`src/rtl/dmem_arb_pkg.sv`:
```
// dmem_arb_pkg: shared FSM state type and Funct3 encodings for the data-memory arbiter
package dmem_arb_pkg;
  typedef enum logic [1:0] {IDLE, ACCESS, RESP} state_e;
  localparam logic [2:0] F3_LB  = 3'b000;
  localparam logic [2:0] F3_LH  = 3'b001;
  localparam logic [2:0] F3_LW  = 3'b010;
  localparam logic [2:0] F3_LBU = 3'b100;
endpackage

```
`src/rtl/rr_arbiter2.sv`:
```
// rr_arbiter2: two-way round-robin grant; ptr_i picks the winner only on contention
module rr_arbiter2 (
  input  logic [1:0] valid_i,
  input  logic       ptr_i,
  output logic [1:0] grant_o
);
  always_comb grant_o = (valid_i == 2'b11) ? (ptr_i ? 2'b10 : 2'b01) : valid_i;
endmodule

```
`src/rtl/dmem_arbiter.sv`:
```
// dmem_arbiter: two-port arbiter/sequencer in front of the single-ported data memory
// Optional DMEM_ARB_STATS_EN adds per-port 32-bit grant counters.
module dmem_arbiter
  import dmem_arb_pkg::*;
#(
  parameter int DM_ADDRESS = 9,
  parameter int DATA_W     = 32
) (
  input  logic                    clk,
  input  logic                    reset,
  input  logic [1:0]              req_valid,
  output logic [1:0]              req_ready,
  input  logic [1:0]              req_we,
  input  logic [2*DM_ADDRESS-1:0] req_addr,
  input  logic [2*DATA_W-1:0]     req_wdata,
  input  logic [5:0]              req_funct3,
  output logic [1:0]              rsp_valid,
  input  logic [1:0]              rsp_ready,
  output logic [DATA_W-1:0]       rsp_rdata,
  output logic                    MemRead,
  output logic                    MemWrite,
  output logic [DM_ADDRESS-1:0]   a,
  output logic [DATA_W-1:0]       wd,
  output logic [2:0]              Funct3,
  input  logic [DATA_W-1:0]       rd
`ifdef DMEM_ARB_STATS_EN
  ,
  output logic [31:0]             grant_cnt0,
  output logic [31:0]             grant_cnt1
`endif
);
  state_e                  state_q;
  logic                    rr_ptr_q, owner_q, we_q;
  logic [DM_ADDRESS-1:0]   addr_q;
  logic [DATA_W-1:0]       wdata_q, rdata_q;
  logic [2:0]              f3_q;
  logic [1:0]              grant, accept;
  logic                    sel, acc;
  rr_arbiter2 u_arb (
    .valid_i (req_valid),
    .ptr_i   (rr_ptr_q),
    .grant_o (grant)
  );
  always_comb begin
    req_ready = (state_q == IDLE && !reset) ? grant : 2'b00;
    accept    = req_valid & req_ready;
    sel       = accept[1];
    acc       = state_q == ACCESS;
    // reset gates the strobes combinationally so an abandoned store never lands
    MemRead   = acc && !we_q && !reset;
    MemWrite  = acc && we_q && !reset;
    a         = acc ? addr_q : '0;
    wd        = acc ? wdata_q : '0;
    Funct3    = acc ? f3_q : 3'b000;
    rsp_valid = (state_q == RESP) ? {owner_q, ~owner_q} : 2'b00;
    rsp_rdata = rdata_q;
  end
  always_ff @(posedge clk) begin
    if (reset) begin
      state_q  <= IDLE;
      rr_ptr_q <= 1'b0;
      owner_q  <= 1'b0;
      we_q     <= 1'b0;
      addr_q   <= '0;
      wdata_q  <= '0;
      f3_q     <= 3'b000;
      rdata_q  <= '0;
    end else begin
      case (state_q)
        IDLE: if (|accept) begin
          owner_q  <= sel;
          rr_ptr_q <= ~sel;
          we_q     <= sel ? req_we[1] : req_we[0];
          addr_q   <= sel ? req_addr[2*DM_ADDRESS-1:DM_ADDRESS] : req_addr[DM_ADDRESS-1:0];
          wdata_q  <= sel ? req_wdata[2*DATA_W-1:DATA_W] : req_wdata[DATA_W-1:0];
          f3_q     <= sel ? req_funct3[5:3] : req_funct3[2:0];
          state_q  <= ACCESS;
        end
        ACCESS: begin
          rdata_q <= we_q ? '0 : rd;
          state_q <= RESP;
        end
        RESP: if (rsp_ready[owner_q]) state_q <= IDLE;
        default: state_q <= IDLE;
      endcase
    end
  end
`ifdef DMEM_ARB_STATS_EN
  logic [31:0] cnt0_q, cnt1_q;
  always_ff @(posedge clk) begin
    if (reset) begin
      cnt0_q <= '0;
      cnt1_q <= '0;
    end else begin
      if (accept[0]) cnt0_q <= cnt0_q + 32'd1;
      if (accept[1]) cnt1_q <= cnt1_q + 32'd1;
    end
  end
  assign grant_cnt0 = cnt0_q;
  assign grant_cnt1 = cnt1_q;
`else
`endif
endmodule

```
`config.mk`:
```
export PLATFORM = sky130hd
export DESIGN_NAME = dmem_arbiter
export DESIGN_NICKNAME = d
export VERILOG_FILES = /design/src/rtl/dmem_arb_pkg.sv /design/src/rtl/rr_arbiter2.sv /design/src/rtl/dmem_arbiter.sv
export SDC_FILE = /design/constraint.sdc
export NUM_CORES = 1
export LEC_CHECK = 0
export BUFFER_PORTS_ARGS = -buffer_cell sky130_fd_sc_hd__buf_4
export CORE_ASPECT_RATIO = 1.25
export CORE_MARGIN = 2
export CORE_UTILIZATION = 45
export CTS_CLUSTER_SIZE = 24
export DETAILED_ROUTE_END_ITERATION = 10
export GPL_TIMING_DRIVEN = 0
export HOLD_SLACK_MARGIN = 0.15
export PLACE_DENSITY = 0.8
export SLEW_MARGIN = 10
export SYNTH_ARGS = -nofsm -noshare
export SYNTH_HDL_FRONTEND = slang
export SYNTH_SLANG_ARGS = --single-unit
```
`constraint.sdc`:
```
create_clock -name clk -period 1.74 [get_ports clk]
set_input_delay 0.087 -clock clk [delete_from_list [all_inputs] [get_ports clk]]
set_output_delay 0.087 -clock clk [all_outputs]
set_load 0.01 [all_outputs]
```
==> impl_metrics.csv, run 1 <==
group,metric,value,unit
pwr,vdd_drop_max,0.000391,V
synth,syn-num-nets,552,
detailed_routing,wl_per_cell,20.6,um
floorplanning,start_util,46.2,%
synth,avgSynthCellArea,9.43,um^2
sta,finalCriticalPeriod,1.76,ns
sta,hold_violations,0,
sta,fin_crit_sh,101,%
sta,worst_slack,-0.0167,ns
cts,htree_num_levels,3,
floorplanning,dieHeight,109,um
outcome,status,"finished with violations",
synth,ys_seq_elements,81,
placed_design,dp_hpwl,10200,um
sta,max_freq,0.569,GHz
synth,syn_area,4000,um^2
critical_path,end_kind,"output pin",
critical_path,crit_arrival,1.67,ns
sta,clock_skew,0.00638,ns
critical_path,crit_slowest_cell,"dfxtp_4",
global_routing,grt_max_degree,14,
detailed_routing,vias,5479,
synth,ys_seq_area_share,40.6,%
run,drv_cap,0,
pwr,power,4.94,mW
pwr,leakagePower,3.09,nW
critical_path,slowest_delay,0.37,ns
global_routing,track_usage,35.8,%
critical_path,critPathMaxFanout,10,
sta,worst_pin_slew,0.716,ns
global_routing,met2_usage,63.6,%
cts,clockRootBuffer,"clkbuf_8",
detailed_routing,drt.antenna.violating_nets,0,
critical_path,reg2reg_to,"rsp_rdata[21]$_SDFFE_PP0N_",
critical_path,rr_startpoint,"state_q[1]$_SDFFE_PP0P_",
detailed_routing,drtIter0Drc,453,
min_path,hold_class,"in -> reg",
global_routing,met1_usage,38.3,%
sta,rsz0062_at_grt,"true",
critical_path,worstSetupPathType,"reg -> out",
global_routing,grt_pass1_vias,5530,
synth,synthTopCellsByArea,"dfxtp_1 (41%), a311oi_1 (9.9%), and2_1 (7.0%), nand4_1 (7.0%), a22o_1 (6.8%)",
floorplanning,core_area,8650,um^2
finish,final_nets,905,
global_routing,antenna_found_initial,1,
finish,multi_input_area,2110,um^2
finish,layout_common_cells,"buf_4 (225), dlygate4sd3_1 (125), dfxtp_1 (79), a21oi_1 (48)",
finish,area_delta_synth_final,82.7,%
critical_path,path_cells,"nand2b_1 > nor3_4 > buf_2 > buf_4",
critical_path,setup.worst_path.start_class,"flip-flop",
cts,insertion_delay,0.35,ns
synth,yosys.area.top_type,"dfxtp_1",
placed_design,io_buffers,208,
sta,finalSetupViolCount,1,
finish,drive_gt1_share,38.9,%
finish,regArea,1630,um^2
critical_path,ff2ff_path_depth,5,
detailed_routing,dr.pass1.iters,7,
synth,synth_warnings,0,
floorplanning,ios,210,
cts,clk_path_buf_depth,2,
floorplanning,rows,38,
cts,cts_tree,"done",
cts,cts.sinks,81,
critical_path,crit_required,1.65,ns
detailed_routing,routed_wl,18600,um
detailed_routing,drc,0,
detailed_routing,routed_via_density,6.07,
sta,max_slew_margin,52.3,%
global_routing,grt_util_met3,7.13,%
floorplanning,die_x,88.3,um
sta,setup_tns,-0.0167,ns
min_path,whs_endpoint,"owner_q$_SDFFE_PP0P_",
min_path,min_from,"reset",
critical_path,rrSetupSlack,0.02,ns
finish,final_common_cell,"buf_4",
placed_design,gp_congestion,0.884,
finish,nFillCells,461,
cts,path_clk_slew,0.08,ns
pwr,power.density,677,nW/um^2
global_routing,gr-max-usage-layer,"met2",
outcome,violations,"setup timing",
synth,syn_inst,424,
sta,report.final.slew_viol_count,0,
floorplanning,design.die.area,9660,um^2
min_path,hold_depth,3,
synth,synth_top_area_share,40.6,%
synth,ys_types,29,
finish,fin_util,84.4,%
global_routing,grt_pass1_wl,26900,um
global_routing,overflow,0,
cts,cts_buffers,9,
[report_power, final]
part	switching, mW	total [mW]	leakage, nW	internal (mW)
Combinational	0.777	1.60	2.35	0.827
Clock	0.711	1.22	0.0818	0.509
Sequential	0.102	2.12	0.667	2.02
Total	1.59	4.94	3.09	3.35
[synth_stat cells]
cell type / number
nor3b_1: 2
buf_1: 5
buf_6: 6
and3_1: 1
nand2b_1: 3
a21oi_1: 48
nor3_2: 2
nor3_4: 1
o31ai_2: 19
nor2_1: 1
clkbuf_1: 27
buf_2: 19
o21bai_1: 1
or2_0: 1
nor3_1: 1
inv_2: 1
or3_1: 1
and2_1: 45
and3b_1: 1
buf_4: 4
o31ai_1: 26
dfxtp_1: 81
nand3b_1: 2
nand4_1: 45
a311oi_1: 45
a22o_1: 31
nor2b_1: 2
mux2i_1: 1
nand2_1: 2
[sequential cells by signal, indices dropped and copies added, names as in the netlist]
signal	count
addr_q	9
f3_q	3
owner_q	1
rr_ptr_q	1
rsp_rdata	32
state_q	2
wdata_q	32
we_q	1
[routing by layer]
layer  routed length, um  vias to the layer above
li1                    -                     2380
met1                6250                     2561
met2                9620                      417
met3                1520                      121
met4                1250                        0
met5                   0                        -
[worst max-delay path, delay by kind of cell, from the launching register on]
| kind | cells | cell delay (ns) |
|---|---|---|
| flops | 1 | 0.37 |
| buf+inv | 2 | 0.41 |
| simple gates | 2 | 0.53 |
[layout make-up]
class | instances | share of cell area (%)
Tap cell | 120 | 2.05
Inverter | 1 | 0.0514
Clock inverter | 6 | 0.479
Sequential cell | 81 | 22.3
Multi-Input combinational cell | 281 | 28.8
Clock buffer | 10 | 1.75
Timing Repair Buffer | 343 | 39.6
Antenna cell | 1 | 0.0342
Buffer | 60 | 4.93
[metrics by stage]
stage          cells  hold WS [ns]  setup slack (ns)  area, um^2
4_1_cts          898         0.194         -0.000457        7200
3_3_place_gp     752         0.305             0.144        5710
3_5_place_dp     752         0.309            0.0922        5710
2_1_floorplan    424         0.220             0.297        4000
5_1_grt          903         0.208           -0.0841        7310
6_report         903         0.205           -0.0167        7310
[cells by family after synthesis]
group	after synthesis	synth area share (%)
AO/OA/AOI/OAI	170	33.7
AND/OR/NAND/NOR	110	17.6
buffers and inverters	62	7.92
multiplexers	1	0.250
flip-flops	81	40.6
[worst max path at each step]
stage                                  startpoint                         end  slack (ns)  cells past startpoint
after floorplan           state_q[1]$_SDFFE_PP0P_     wdata_q[1]$_SDFFE_PP0P_        0.30                      5
after global placement    state_q[1]$_SDFFE_PP0P_    wdata_q[20]$_SDFFE_PP0P_        0.14                      5
after detailed placement  state_q[1]$_SDFFE_PP0P_        f3_q[1]$_SDFFE_PP0P_        0.09                      5
after CTS                 state_q[0]$_SDFFE_PP0P_                      wd[30]     -0.0005                      5
after global routing      state_q[1]$_SDFFE_PP0P_  rsp_rdata[21]$_SDFFE_PP0N_       -0.08                      5
final                     state_q[1]$_SDFFE_PP0P_                     MemRead       -0.02                      4
[timing repair]
action,4_1_cts,5_1_grt
setup buffers,5,5
hold buffers,125,0
pin swaps,1,4
cloned,0,0
resized for setup,14,40
hold endpoints to repair,80,0
setup endpoints to repair,42,77
(Power assumes the default switching activity.)
==> run 2: changes to the inputs <==
Settings changed: CORE_UTILIZATION 45 to 41, PLACE_DENSITY 0.8 to 0.77.
Clock period 1.74 ns to 1.6 ns, I/O delays scaled along.
==> run 2 against run 1 <==
- the flow still finishes with violations (setup timing)
- critical endpoint is now req_ready[1]
- highest routed layer unchanged
- critical path type unchanged
- clock skew is 0.00086 ns higher
- combinational power grew 31%
- die area rose by 9.3%
- sequential power grew 9%
- wire length increased by 9.0%
- core utilization up 0.95 points
==> impl_metrics.csv, run 2 (synthesized netlist as in run 1, its figures left out) <==
group,metric,value,unit
outcome,status,"finished with violations",
outcome,violations,"setup timing",
pwr,power.density,819,nW/um^2
run,drv_cap,0,
sta,max_freq,0.585,GHz
detailed_routing,drt.antenna.violating_nets,0,
placed_design,dp_hpwl,10300,um
critical_path,critPathMaxFanout,10,
placed_design,io_buffers,208,
sta,finalCriticalPeriod,1.71,ns
finish,final_nets,911,
min_path,hold_class,"in -> reg",
detailed_routing,routed_via_density,6.06,
cts,htree_num_levels,3,
pwr,leakagePower,3.33,nW
finish,area_delta_synth_final,104,%
critical_path,rr_startpoint,"state_q[0]$_SDFFE_PP0P_",
finish,layout.cells.non_filler,915,
floorplanning,design.die.area,10600,um^2
finish,nFillCells,456,
floorplanning,core_area,9560,um^2
min_path,whs_endpoint,"owner_q$_SDFFE_PP0P_",
critical_path,ff2ff_path_depth,5,
global_routing,overflow,0,
critical_path,crit_top_cell,"buf_6",
floorplanning,dieHeight,114,um
finish,drive_gt1_share,43.8,%
pwr,power,6.68,mW
cts,cts_buffers,9,
critical_path,crit_slowest_cell,"dfxtp_1",
sta,worst_slack,-0.111,ns
critical_path,path_cells,"nor2b_1 > clkbuf_4 > buf_6 > nor3_4 > buf_6",
floorplanning,die_x,92.3,um
sta,hold_violations,0,
critical_path,crit_required,1.52,ns
sta,finalSetupViolCount,12,
detailed_routing,wl_per_cell,22.2,um
global_routing,grt_max_degree,15,
floorplanning,ios,210,
sta,setup_tns,-0.424,ns
cts,clockRootBuffer,"clkbuf_16",
sta,worst_pin_slew,1.23,ns
sta,fin_crit_sh,107,%
cts,cts_tree,"done",
detailed_routing,drc,0,
finish,fin_util,85.4,%
critical_path,crit_arrival,1.63,ns
pwr,vdd_drop_max,0.000496,V
finish,multi_input_area,2560,um^2
critical_path,worstSetupPathType,"reg -> out",
cts,clk_path_buf_depth,2,
cts,insertion_delay,0.35,ns
global_routing,grt_pass1_wl,28800,um
global_routing,antenna_found_initial,1,
detailed_routing,routed_wl,20300,um
global_routing,grt_pass1_vias,5653,
critical_path,setup.worst_path.start_class,"flip-flop",
detailed_routing,dr.pass1.iters,5,
placed_design,placed_cells,758,
cts,path_clk_slew,0.06,ns
sta,hold_ws,0.227,ns
floorplanning,start_util,41.8,%
finish,final_common_cell,"buf_4",
critical_path,slowest_delay,0.35,ns
finish,regArea,1630,um^2
placed_design,dpl_cell_area,5720,um^2
global_routing,track_usage,34.5,%
finish,layout_common_cells,"buf_4 (221), dlygate4sd3_1 (125), dfxtp_1 (79), a21oi_1 (48), nand4_1 (45)",
critical_path,reg2reg_to,"wdata_q[8]$_SDFFE_PP0P_",
finish,stdcell_area,8160,um^2
detailed_routing,vias,5541,
min_path,hold_depth,3,
cts,cts.sinks,81,
sta,rsz0062_at_grt,"true",
sta,clock_skew,0.00724,ns
placed_design,dp_slack,-0.0562,ns
floorplanning,rows,40,
critical_path,end_kind,"output pin",
sta,max_slew_margin,18.1,%
sta,report.final.slew_viol_count,0,
detailed_routing,drtIter0Drc,620,
critical_path,rrSetupSlack,-0.06,ns
min_path,min_from,"reset",
placed_design,gp_congestion,0.862,
## run 2: cell types whose count changed in the layout (fill, tap and decap cells not counted), sizes merged
cell | before | now
buf | 249 | 251
clkinv | 4 | 0
bufinv | 0 | 2
clkinvlp | 2 | 3
inv | 1 | 2
clkbuf | 39 | 43
## run 2: report_power, final
group          switching (mW)  leakage (nW)  internal (mW)
clock                   0.897         0.145           1.37
combinational            1.03          2.52           1.07
sequential              0.116         0.667           2.19
## run 2: layer usage
metal,track usage [%],wire [um],vias up
met4,21.0,1160,0
met2,61.3,10500,394
li1,-,-,2400
met5,0,0,-
met1,36.9,7110,2634
met3,8.16,1500,113
## run 2: how the worst max path moves through the flow
stage	slack (ns)	endpoint	cells after the start	startpoint
after detailed placement	-0.06	wdata_q[26]$_SDFFE_PP0P_	5	state_q[1]$_SDFFE_PP0P_
after global routing	-0.15	req_ready[1]	5	rr_ptr_q$_SDFFE_PP0P_
final	-0.11	req_ready[1]	5	rr_ptr_q$_SDFFE_PP0P_
after floorplan	0.16	wdata_q[1]$_SDFFE_PP0P_	5	state_q[1]$_SDFFE_PP0P_
after CTS	-0.07	req_ready[1]	5	state_q[0]$_SDFFE_PP0P_
after global placement	0.02	wdata_q[28]$_SDFFE_PP0P_	5	state_q[1]$_SDFFE_PP0P_
## run 2: timing repair
item / in CTS / in global routing
setup buffers: 7 / 3
endpoints found under the setup margin: 74 / 108
gates cloned: 0 / 6
hold buffers: 125 / 0
hold endpoints to repair: 80 / 0
pin swaps: 47 / 43
resized for setup: 68 / 85
## run 2: layout make-up
cell class              count  share of cell area [%]
repair buffers            349                    37.2
multi-input cells         281                    31.4
flip-flops and latches     81                    20.0
plain buffers              60                    5.53
clock buffers              10                    2.81
well taps                 126                    1.93
clock inverters             6                    1.12
inverters                   1                  0.0460
diodes                      1                  0.0307
## run 2: critical path: cells and delay by family (launching register included)
| kind | cells | cell delay (ns) |
|---|---|---|
| flops | 1 | 0.35 |
| simple gates | 2 | 0.22 |
| buf+inv | 3 | 0.71 |
==> run 3: changes to the inputs <==
Settings changed: CORE_UTILIZATION 41 to 42, CTS_BUF_LIST from default to sky130_fd_sc_hd__clkbuf_8, PLACE_DENSITY 0.77 to 0.78.
==> run 3 against run 2 <==
- the run still ends with setup timing left
- critical path depth decreased by 1
- cell area is 7.0% lower
- wire length is 7.7% lower
- combinational power decreased by 11%
- sequential cell count unchanged
- global-route usage increased by 0.71 points
- setup slack gained 0.0081 ns
- sequential share of layout area rose by 1.5 points
- cell count is 0.98% lower
- die area is 2.3% lower
- power fell by 14%
- largest cell class unchanged
- largest power group unchanged
==> impl_metrics.csv, run 3 (synthesized netlist as in run 1, its figures left out) <==
group,metric,value,unit
outcome,status,"finished with violations",
outcome,violations,"setup timing",
sta,rsz0062_at_grt,"true",
cts,cts_buffers,9,
pwr,vdd_drop_max,0.000439,V
cts,clockRootBuffer,"clkbuf_8",
finish,fin_util,82.3,%
sta,finalSetupViolCount,19,
critical_path,path_cells,"or3_4 > buf_12 > nor3_4 > buf_6",
finish,drive_gt1_share,42.5,%
sta,hold_violations,0,
detailed_routing,vias,5428,
global_routing,grt_max_degree,15,
global_routing,grt_pass1_vias,5587,
pwr,intPower,3.92,mW
finish,area_delta_synth_final,89.8,%
cts,clk_path_buf_depth,2,
floorplanning,core_area,9220,um^2
detailed_routing,wl_per_cell,20.7,um
critical_path,setup.worst_path.start_class,"flip-flop",
detailed_routing,dr.pass1.iters,5,
floorplanning,dieHeight,113,um
cts,path_clk_slew,0.09,ns
placed_design,gp_congestion,0.875,
floorplanning,die_x,91.3,um
floorplanning,start_util,43.4,%
sta,worst_slack,-0.103,ns
min_path,hold_class,"in -> reg",
sta,finalCriticalPeriod,1.70,ns
global_routing,grt_util_met3,6.32,%
global_routing,overflow,0,
sta,max_slew_margin,45.6,%
critical_path,critPathMaxFanout,4,
pwr,power_switching,1.80,mW
pwr,swShare,31.5,%
cts,cts.sinks,81,
critical_path,crit_slowest_cell,"or3_4",
finish,final_common_cell,"buf_4",
global_routing,met1_usage,38.4,%
global_routing,track_usage,35.2,%
finish,layout_common_cells,"buf_4 (221), dlygate4sd3_1 (125), dfxtp_1 (78), a21oi_1 (48), nand4_1 (45)",
pwr,power,5.72,mW
pwr,leakagePower,3.17,nW
critical_path,worstSetupPathType,"reg -> out",
critical_path,crit_arrival,1.62,ns
sta,report.final.slew_viol_count,0,
detailed_routing,drt.antenna.violating_nets,0,
finish,final_nets,904,
detailed_routing,drc,0,
cts,htree_num_levels,3,
floorplanning,rows,39,
placed_design,io_buffers,208,
sta,worst_pin_slew,0.816,ns
finish,nFillCells,516,
sta,clock_skew,0.0102,ns
pwr,clkPwrFrac,27.4,%
global_routing,antenna_found_initial,1,
cts,cts_tree,"done",
detailed_routing,drtIter0Drc,456,
placed_design,dp_hpwl,10200,um
run,drv_cap,0,
global_routing,grt_pass1_wl,28900,um
sta,max_freq,0.587,GHz
detailed_routing,routed_wl,18700,um
floorplanning,ios,210,
placed_design,dp_slack,-0.0423,ns
critical_path,crit_required,1.52,ns
floorplanning,design.die.area,10300,um^2
global_routing,gr-max-usage-layer,"met2",
pwr,power_frac_seq,40.2,%
cts,insertion_delay,0.36,ns
pwr,power.density,754,nW/um^2
pwr,combinationalPowerShare,32.4,%
critical_path,slowest_delay,0.42,ns
sta,fin_crit_sh,106,%
detailed_routing,routed_via_density,5.99,
global_routing,met2_usage,63.0,%
critical_path,end_kind,"output pin",
-- run 3: cell types whose count changed in the layout (fill, tap and decap cells not counted), sizes merged --
| cell | previous run | this run |
|---|---|---|
| bufinv | 2 | 1 |
| clkinvlp | 3 | 1 |
| diode | 1 | 2 |
| clkbuf | 43 | 36 |
| clkinv | 0 | 3 |
-- run 3: final cells by class --
type | instances | area, um^2 | share of cell area [%]
flip-flops and latches | 81 | 1630 | 21.5
clock inverters | 6 | 65.1 | 0.857
diodes | 2 | 5.00 | 0.0659
plain buffers | 60 | 443 | 5.84
repair buffers | 342 | 2890 | 38.0
clock buffers | 10 | 138 | 1.81
inverters | 1 | 3.75 | 0.0495
well taps | 123 | 154 | 2.03
multi-input cells | 281 | 2260 | 29.8
-- run 3: final timing paths --
check,start,end,slack [ns],cells after the start
worst max-delay path,state_q[0]$_SDFFE_PP0P_,req_ready[1],-0.10,4
worst max register to register,state_q[0]$_SDFFE_PP0P_,addr_q[0]$_SDFFE_PP0P_,-0.05,5
worst min-delay path,reset,owner_q$_SDFFE_PP0P_,0.16,3
worst min register to register,rsp_rdata[6]$_SDFFE_PP0N_,rsp_rdata[6]$_SDFFE_PP0N_,0.47,2
-- run 3: per-layer routing --
metal,up-vias,share of wire [%]
met5,-,0
met4,0,5.6
met3,92,6.3
met2,362,52
met1,2588,36
li1,2386,-
-- run 3: power by group through the flow --
stage,clock (mW),sequential (mW),combinational (mW)
floorplan,0,2.33,0.707
global placement,0,2.32,1.30
detailed placement,0,2.33,1.33
CTS,1.57,2.28,1.71
global route,1.66,2.31,1.96
finish,1.57,2.30,1.86
-- run 3: repair_timing --
action / 4_1_cts / 5_1_grt
resized for setup: 63 / 41
gates cloned: 0 / 0
buffers inserted: 8 / 1
setup endpoints to repair: 70 / 109
hold endpoints to repair: 80 / 0
pin swaps: 32 / 5
hold buffers: 125 / 0
-- run 3: worst max-delay path: cells and delay by family, from the launching register on --
| kind | cells | cell delay [ns] |
|---|---|---|
| flip-flops | 1 | 0.36 |
| AND/OR/NAND/NOR | 2 | 0.62 |
| buffers and inverters | 2 | 0.28 |
-- run 3: stage by stage --
stage,instances,TNS (ns),hold WS [ns],area [um^2]
6_report,906,-0.447,0.161,7590
5_1_grt,905,-1.48,0.197,7590
4_1_cts,904,-1.43,0.164,7470
3_5_place_dp,755,-0.111,0.301,5710
3_3_place_gp,755,0,0.300,5710
2_1_floorplan,424,0,0.213,4000
